File: src/rtl/mips_mc_control.sv
// Multicycle control sequencer for the MIPS datapath: steps each instruction
// through FETCH/DECODE/EXEC/MEM/WB with a memory handshake, timeout and retire counter.
module mips_mc_control #(
   parameter int unsigned MEM_TIMEOUT = 16,
   parameter int unsigned CNT_W       = 32
) (
   input  logic             clock,
   input  logic             reset,
   input  logic [5:0]       opcode,
   input  logic [5:0]       funct,
   input  logic             zero,
   input  logic             mem_ready,
   output logic             mem_req,
   output logic             word_we,
   output logic             byte_we,
   output logic             mem_read,
   output logic             byte_load,
   output logic             ir_we,
   output logic             pc_we,
   output logic [1:0]       control_type,
   output logic [2:0]       alu_op,
   output logic             alu_src2,
   output logic             rd_src,
   output logic             writeenable,
   output logic             lui,
   output logic             slt,
   output logic             except,
   output logic [2:0]       state,
   output logic [CNT_W-1:0] retired_count
);

   localparam int unsigned       WAIT_W    = 8;
   localparam logic [WAIT_W-1:0] WAIT_LAST = WAIT_W'(MEM_TIMEOUT - 1);

   typedef enum logic [2:0] {
      S_FETCH = 3'd0, S_DECODE = 3'd1, S_EXEC = 3'd2,
      S_MEM   = 3'd3, S_WB     = 3'd4, S_HALT = 3'd5
   } state_t;

   typedef enum logic [3:0] {
      K_BAD, K_ALU, K_SLT, K_LUI, K_LOAD, K_STORE, K_BEQ, K_BNE, K_J, K_JR
   } kind_t;

   state_t            r_state, w_next;
   logic [WAIT_W-1:0] r_wait, w_wait_next, w_wait_inc;
   logic              r_except, w_set_except, w_timeout;
   logic [CNT_W-1:0]  r_count;

   kind_t      w_kind;
   logic [2:0] w_dec_alu;
   logic       w_dec_src2, w_dec_rd, w_is_lbu, w_is_sb;

   logic       w_mem_req, w_word_we, w_byte_we, w_mem_read, w_byte_load;
   logic       w_ir_we, w_pc_we, w_alu_src2, w_rd_src, w_we, w_lui, w_slt;
   logic [1:0] w_ctype;
   logic [2:0] w_alu_op;

   // Instruction class and ALU controls, matching the single-cycle decoder
   always_comb begin
      w_kind     = K_BAD;
      w_dec_alu  = 3'b000;
      w_dec_src2 = 1'b0;
      w_dec_rd   = 1'b0;
      w_is_lbu   = 1'b0;
      w_is_sb    = 1'b0;
      case (opcode)
         6'h00: begin
            case (funct)
               6'h20:   begin w_kind = K_ALU; w_dec_alu = 3'b010; end
               6'h22:   begin w_kind = K_ALU; w_dec_alu = 3'b011; end
               6'h24:   begin w_kind = K_ALU; w_dec_alu = 3'b100; end
               6'h25:   begin w_kind = K_ALU; w_dec_alu = 3'b101; end
               6'h27:   begin w_kind = K_ALU; w_dec_alu = 3'b110; end
               6'h26:   begin w_kind = K_ALU; w_dec_alu = 3'b111; end
               6'h2a:   begin w_kind = K_SLT; w_dec_alu = 3'b011; end
               6'h08:   w_kind = K_JR;
               default: w_kind = K_BAD;
            endcase
         end
         6'h08: begin w_kind = K_ALU;   w_dec_alu = 3'b010; w_dec_src2 = 1'b1; w_dec_rd = 1'b1; end
         6'h0c: begin w_kind = K_ALU;   w_dec_alu = 3'b100; w_dec_src2 = 1'b1; w_dec_rd = 1'b1; end
         6'h0d: begin w_kind = K_ALU;   w_dec_alu = 3'b101; w_dec_src2 = 1'b1; w_dec_rd = 1'b1; end
         6'h0e: begin w_kind = K_ALU;   w_dec_alu = 3'b111; w_dec_src2 = 1'b1; w_dec_rd = 1'b1; end
         6'h0f: begin w_kind = K_LUI;   w_dec_alu = 3'b010; w_dec_src2 = 1'b1; w_dec_rd = 1'b1; end
         6'h23: begin w_kind = K_LOAD;  w_dec_alu = 3'b010; w_dec_src2 = 1'b1; w_dec_rd = 1'b1; end
         6'h24: begin w_kind = K_LOAD;  w_dec_alu = 3'b010; w_dec_src2 = 1'b1; w_dec_rd = 1'b1; w_is_lbu = 1'b1; end
         6'h2b: begin w_kind = K_STORE; w_dec_alu = 3'b010; w_dec_src2 = 1'b1; end
         6'h28: begin w_kind = K_STORE; w_dec_alu = 3'b010; w_dec_src2 = 1'b1; w_is_sb = 1'b1; end
         6'h04: begin w_kind = K_BEQ;   w_dec_alu = 3'b011; end
         6'h05: begin w_kind = K_BNE;   w_dec_alu = 3'b011; end
         6'h02: w_kind = K_J;
         default: w_kind = K_BAD;
      endcase
   end

   assign w_wait_inc = (r_wait == '1) ? r_wait : r_wait + WAIT_W'(1);
   assign w_timeout  = (r_wait >= WAIT_LAST);

   // State, wait counter, sticky exception and retire counter
   always_ff @(posedge clock) begin
      if (!reset) begin
         r_state  <= S_FETCH;
         r_wait   <= '0;
         r_except <= 1'b0;
         r_count  <= '0;
      end else begin
         r_state <= w_next;
         r_wait  <= w_wait_next;
         if (w_set_except) r_except <= 1'b1;
         if (w_pc_we)      r_count  <= r_count + CNT_W'(1);
      end
   end

   // Next state and per-state datapath controls; wait counter clears unless stalling
   always_comb begin
      w_next       = r_state;
      w_wait_next  = '0;
      w_set_except = 1'b0;
      w_mem_req    = 1'b0;
      w_word_we    = 1'b0;
      w_byte_we    = 1'b0;
      w_mem_read   = 1'b0;
      w_byte_load  = 1'b0;
      w_ir_we      = 1'b0;
      w_pc_we      = 1'b0;
      w_ctype      = 2'b00;
      w_alu_op     = 3'b000;
      w_alu_src2   = 1'b0;
      w_rd_src     = 1'b0;
      w_we         = 1'b0;
      w_lui        = 1'b0;
      w_slt        = 1'b0;
      case (r_state)
         S_FETCH: begin
            w_mem_req  = 1'b1;
            w_mem_read = 1'b1;
            if (mem_ready) begin
               w_ir_we = 1'b1;
               w_next  = S_DECODE;
            end else begin
               w_wait_next = w_wait_inc;
               if (w_timeout) begin
                  w_next       = S_HALT;
                  w_set_except = 1'b1;
               end
            end
         end
         S_DECODE: begin
            if (w_kind == K_BAD) begin
               w_next       = S_HALT;
               w_set_except = 1'b1;
            end else begin
               w_next = S_EXEC;
            end
         end
         S_EXEC: begin
            w_alu_op   = w_dec_alu;
            w_alu_src2 = w_dec_src2;
            w_rd_src   = w_dec_rd;
            case (w_kind)
               K_BEQ:   begin w_pc_we = 1'b1; w_ctype = zero  ? 2'b01 : 2'b00; w_next = S_FETCH; end
               K_BNE:   begin w_pc_we = 1'b1; w_ctype = !zero ? 2'b01 : 2'b00; w_next = S_FETCH; end
               K_J:     begin w_pc_we = 1'b1; w_ctype = 2'b10; w_next = S_FETCH; end
               K_JR:    begin w_pc_we = 1'b1; w_ctype = 2'b11; w_next = S_FETCH; end
               K_LOAD, K_STORE: w_next = S_MEM;
               default: w_next = S_WB;
            endcase
         end
         S_MEM: begin
            w_mem_req   = 1'b1;
            w_mem_read  = (w_kind == K_LOAD);
            w_word_we   = (w_kind == K_STORE) && !w_is_sb;
            w_byte_we   = (w_kind == K_STORE) && w_is_sb;
            w_byte_load = w_is_lbu;
            if (mem_ready) begin
               if (w_kind == K_STORE) begin
                  w_pc_we = 1'b1;
                  w_next  = S_FETCH;
               end else begin
                  w_next = S_WB;
               end
            end else begin
               w_wait_next = w_wait_inc;
               if (w_timeout) begin
                  w_next       = S_HALT;
                  w_set_except = 1'b1;
               end
            end
         end
         S_WB: begin
            w_we        = 1'b1;
            w_pc_we     = 1'b1;
            w_rd_src    = w_dec_rd;
            w_lui       = (w_kind == K_LUI);
            w_slt       = (w_kind == K_SLT);
            w_byte_load = w_is_lbu;
            w_next      = S_FETCH;
         end
         S_HALT:  w_next = S_HALT;
         default: w_next = S_FETCH;
      endcase
   end

   // Every output reads as zero while reset is held low
   assign mem_req       = reset & w_mem_req;
   assign word_we       = reset & w_word_we;
   assign byte_we       = reset & w_byte_we;
   assign mem_read      = reset & w_mem_read;
   assign byte_load     = reset & w_byte_load;
   assign ir_we         = reset & w_ir_we;
   assign pc_we         = reset & w_pc_we;
   assign control_type  = reset ? w_ctype  : 2'b00;
   assign alu_op        = reset ? w_alu_op : 3'b000;
   assign alu_src2      = reset & w_alu_src2;
   assign rd_src        = reset & w_rd_src;
   assign writeenable   = reset & w_we;
   assign lui           = reset & w_lui;
   assign slt           = reset & w_slt;
   assign except        = reset & r_except;
   assign state         = reset ? 3'(r_state) : 3'd0;
   assign retired_count = reset ? r_count : '0;

endmodule

File: config.mk
export PLATFORM = sky130hd
export DESIGN_NAME = mips_mc_control
export DESIGN_NICKNAME = d
export VERILOG_FILES = /design/src/rtl/mips_mc_control.sv
export SDC_FILE = /design/constraint.sdc
export NUM_CORES = 1
export LEC_CHECK = 0
export CORE_UTILIZATION = 40
export DETAILED_ROUTE_END_ITERATION = 8
export GPL_TIMING_DRIVEN = 1
export PLACE_DENSITY_LB_ADDON = 0.15
export SETUP_SLACK_MARGIN = 0.02
export SYNTH_ARGS = -nofsm -noshare
export SYNTH_HDL_FRONTEND = slang
export SYNTH_SLANG_ARGS = --single-unit
File: constraint.sdc
create_clock -name clock -period 2.8 [get_ports clock]
set_input_delay 0.56 -clock clock [delete_from_list [all_inputs] [get_ports clock]]
set_output_delay 0.56 -clock clock [all_outputs]
set_load 0.05 [all_outputs]
# [Word-level counts from Yosys, hierarchy flattened]
# Index checks and enable logic that the tools add are counted.
[word_totals] reg_bits=44 latchBits=0 ram_bits=0 rom_bits=0 in_bits=16 out_inout_bits=53 wordCells=121 memories=0
[op_classes] n_addsub=2 multipliers=0 div_mod_pow=0 n_lt_le_gt_ge=1 n_eq_ne=34 shift=0 mux=44 n_bitwise=15 reduce_logical=21
[ops] operator="$eq 6x6->1 const B" n=11
[ops] operator="$eq 6x4->1 const B" n=6
[ops] operator="$pmux 3 s6" n=2
[ops] operator="$add 32x1->32 const B" n=1
[ops] operator="$mux 32" n=1
[ops] operator="$pmux 4 s8" n=1
[ops] operator="$mux 3" n=8
[ops] operator="$mux 1" n=23
[ops] operator="$eq 4x3->1 const B" n=4
[ops] operator="$reduce_or 2->1" n=8
[ops] operator="$pmux 3 s5" n=1
[ops] operator="$and 1x1->1" n=13
[ops] operator="$eq 6x3->1 const B" n=2
[ops] operator="$pmux 4 s3" n=1
[ops] operator="$reduce_or 6->1" n=2
[ops] operator="$reduce_or 9->1" n=1
[ops] operator="$add 8x1->8 const B" n=1
[ops] operator="$eq 4x2->1 const B" n=2
[ops] operator="$eq 4x4->1 const B" n=2
[ops] operator="$eq 8x8->1 const B" n=1
[ops] operator="$ge 8x4->1 const B" n=1
[ops] operator="$pmux 2 s4" n=1
[ops] operator="$reduce_or 4->1" n=2
[ops] operator="$reduce_or 7->1" n=1
[ops] operator="15 further kinds" n=21

# [Longest topological paths before layout]
[depth] word_depth=9 depth_mapped=7 ltp_nobuf=6

# [Worst setup path after synthesis]
# No wires, ideal clock.
[synth_timing] path_type="input port to output port" start="in opcode[1]" end="out alu_op[0]" arrival_ns=3.826 required_time_ns=2.240 slack_ns=-1.586 stages=5 n_path_buf=0 path_cell_list="or2_2 o21ai_0 nand2_1 a311o_1 a2111oi_0"
[synth_between] elab_chain_len=5 elab_cells_between_ends=17 classes_between="11 x eq/ne; 3 x mux; 3 x reduce/logical"
[synth_rtl] item="start, declared" line_no="9" rtl="input logic [5:0] opcode,"
[synth_rtl] item="$eq 6x6->1 (tied with other cells)" line_no="66" rtl="case (opcode)"
[synth_rtl] item="$reduce_or 6->1 (no source line) or $reduce_or 2->1 (tied branches)"
[synth_rtl] item="$pmux 3 s6 *" line_no="66"
[synth_rtl] item="$mux 3 *" line_no="133" rtl="case (r_state)"
[synth_rtl] item="$mux 3 *" line_no="213" rtl="assign alu_op = reset ? w_alu_op : 3'b000;"
[synth_rtl] item="end, declared" line_no="21" rtl="output logic [2:0] alu_op,"
# Mark *: on every way between the ends. The rest lies on a longest branch, timed or not.

# [Worst setup path in the final report]
# Ends and elaborated chain as after synthesis.

==> run summary <==
=================================================================================
Number of optimization iterations in the first detailed-route pass              4
Filler cell count in the final layout                                         670
Top area cells in the synthesized netlist                            dfxtp_1, and2_1, nor2_1
Maximum net fanout on the critical path                                         5
Clock root buffer                                                        clkbuf_8
Tmin final                                                               2.812 ns
Max-capacitance violation count                                                 0
Avg Inst Size Synth                                                     7.798 um2
Number of synthesized flops with an enable pin                                  0
Starting density of the core                                               0.4184
Final cell utilization of the core                                         0.6838
Global placement routability congestion                                    0.8093
Slew @ Worst Pin                                                        0.4784 ns
Placement Setup Slack                                                  -0.3592 ns
Global-route wire length before repair                                  15,750 um
Number of CTS-inserted buffers                                                  5
Setup TNS Final                                                       -0.01205 ns
Syn Inst Count                                                                421
Share of the clock period used by the worst path after layout               1.004
Clock Sink Count                                                               44
Number of antenna repair diodes                                                 0
Total placed cells including tap cells                                        626
Height of the die                                                        92.60 um
Outcome                                                              finished with violations
Post-DP Area                                                         0.005051 mm2
Detail Route Antenna Nets                                                       0
Worst Clk Skew                                                         0.01252 ns
Failing checks                                                       setup timing
Leftover overflow at the end of global routing                                  0
Total of endpoints with negative setup slack in the final report                1
Final standard cell count with taps included and fillers excluded             644
Yosys warns                                                                     0
Most common flop cell mapped by yosys                                     dfxtp_1
Finished Cell Area                                                   0.005366 mm2
I/O pins                                                                       69
Antenna violations before repair                                                0
RSZ-0062 raised after global routing                                         true
Setup Crit Path Kind                                                    in -> out
CP Data Required Time                                                     2.24 ns
GR Util All Layers                                                         0.2259
FFs w/ async S/R, synth                                                         0
Number of H-tree branching levels                                               2
Number of standard-cell rows in the floorplan                                  32
Clock latency at the later pin of the worst-skew pair                     0.30 ns
Post-synthesis instance area                                         0.003283 mm2
Hold crit path type                                                    reg -> reg
Sum of net half-perimeters after detailed placement                       7150 um
Kind of start point of the critical path                             primary input
Arrival time of data at the critical path endpoint                        2.25 ns
Footprint of the flip-flops and latches                                 882.1 um2
Initial DRC count                                                             125
Synth cell types                                                               62
Via density per instance                                                    5.528
Average wire length per cell after detail routing                        15.11 um
Top-area cell type share of the netlist area                               0.2683
Hold violation count in the final report                                        0
Hold WS                                                                 0.4819 ns
Number of global-route vias before repair                                   3,316
Overall power of the completed layout                                    1.641 mW
Share of cells above drive strength 1                                      0.3801
Total routed wirelength                                                   9729 um
Cell type with the highest aggregate area in the netlist                  dfxtp_1
Routed via count                                                            3,560
Buffers from clock root to sink, at most                                        2
Core area                                                            0.007848 mm2
Maximum number of pins on one net before global-route repair                   39
Number of DRC violations after detailed routing                                 0
Max Freq                                                                355.6 MHz
Horiz. Die Dim                                                           92.60 um
Multi-input gate area                                                0.002420 mm2
Cell Pwr Density                                                     305.8 mW/mm2
Number of nets in the finished design                                         559
Max-Slew Margin vs Limit                                                   0.6811
TritonCTS clock tree                                                         done
Share of synthesized area occupied by flip-flops and latches               0.2683
Clock slew seen by the registers of the worst setup and hold paths        0.08 ns
Final slew viol count                                                           0
Worst IR Drop VDD                                                        255.7 uV
Synth-to-Final Area Change                                                 63.45%
Net count of the mapped netlist                                               439
Setup ws final                                                        -0.01205 ns
Number of register bits inferred by synthesis                                  44
Port-buffer cells                                                              68
Total Die Area                                                       0.008574 mm2
Hold buffers post-CTS                                                           0
Pleak                                                                    2.095 nW
Endpoint class of the critical path                                    output pin
=================================================================================
-- sequential cells by signal, summed over array words and instances (netlist names) --
register	flops
r_count	32
r_state	3
r_wait	8
r_except	1
-- cell usage after synthesis (12+ instances only) --
| cell | count |
|---|---|
| a21oi_1 | 32 |
| and2_1 | 37 |
| clkbuf_1 | 15 |
| dfxtp_1 | 44 |
| inv_1 | 12 |
| mux2_1 | 14 |
| mux2_2 | 17 |
| nand2_1 | 27 |
| nand3_1 | 18 |
| nand4_1 | 13 |
| nor2_1 | 57 |
| nor3_1 | 13 |
-- final timing paths --
path                    from          end  slack (ns)  depth (start not counted)
setup / recovery   opcode[1]    alu_op[0]       -0.01                          8
hold / removal      r_except     r_except        0.48                          2
setup reg to reg  r_count[3]  r_count[31]        0.53                          5
hold reg to reg     r_except     r_except        0.48                          2
-- cell families after synthesis --
family,after synthesis,synth area share
xor+xnor,3,0.008005
fa+ha+maj,2,0.007621
mux,33,0.1124
buf+inv,38,0.04992
flops,44,0.2683
simple gates,211,0.3396
compound gates,90,0.2142
-- metal layers --
layer,up-vias,part of all wire,wire (um),track usage
met5,-,0,0,0
met3,2,0.042,408,0.03366
li1,1774,-,-,-
met4,0,0.0032,31,0.03516
met2,73,0.49,4811,0.3852
met1,1711,0.46,4477,0.3050
-- area by class of cell --
cell class,instances,area share
clock buffer,6,0.01539
clock inverter,2,0.007228
inverter,12,0.008394
multi-input combinational,339,0.4509
sequential,44,0.1644
tap,102,0.02378
timing repair buffer,139,0.3299
-- worst max-delay path, cell delays in order --
cell	delay, ns
clkdlybuf4s15_2	0.23
or2_4	0.28
o21ai_1	0.13
nand2_1	0.07
a311o_1	0.34
a2111oi_2	0.34
buf_4	0.17
buf_12	0.12
-- power by group --
group	switching [mW]	total, mW	internal, mW	leakage (nW)
Sequential	0.0262	0.667	0.641	0.356
Clock	0.232	0.524	0.292	0.0614
Combinational	0.249	0.450	0.201	1.68
Total	0.507	1.64	1.13	2.10
-- timing repair --
action,4_1_cts,5_1_grt
gates cloned,0,1
endpoints found under the setup margin,17,7
gates resized for setup,54,14
pin swaps,15,11
buffers inserted,3,6
-- cell usage in the layout (no fill, tap or decap), drive strengths merged, types with 2 or more instances in the layout --
master         count
dfxtp             44
nor4               6
and2              37
or2                2
clkdlybuf4s50      2
nand3             19
o221ai             2
ha                 2
nor2              57
nand2             27
a211o              2
nor3b              4
or4                2
mux2              31
o21ai              8
nor3              14
buf              126
mux2i              2
a211oi            13
nor2b              6
inv               12
a41oi              2
a21oi             32
nand2b             8
and3               9
a2111oi            8
clkbuf             9
a31oi              4
a21o               3
nand3b             3
dlygate4sd2        6
xnor2              2
nand4             14
Power figures use the tool's default switching activity.
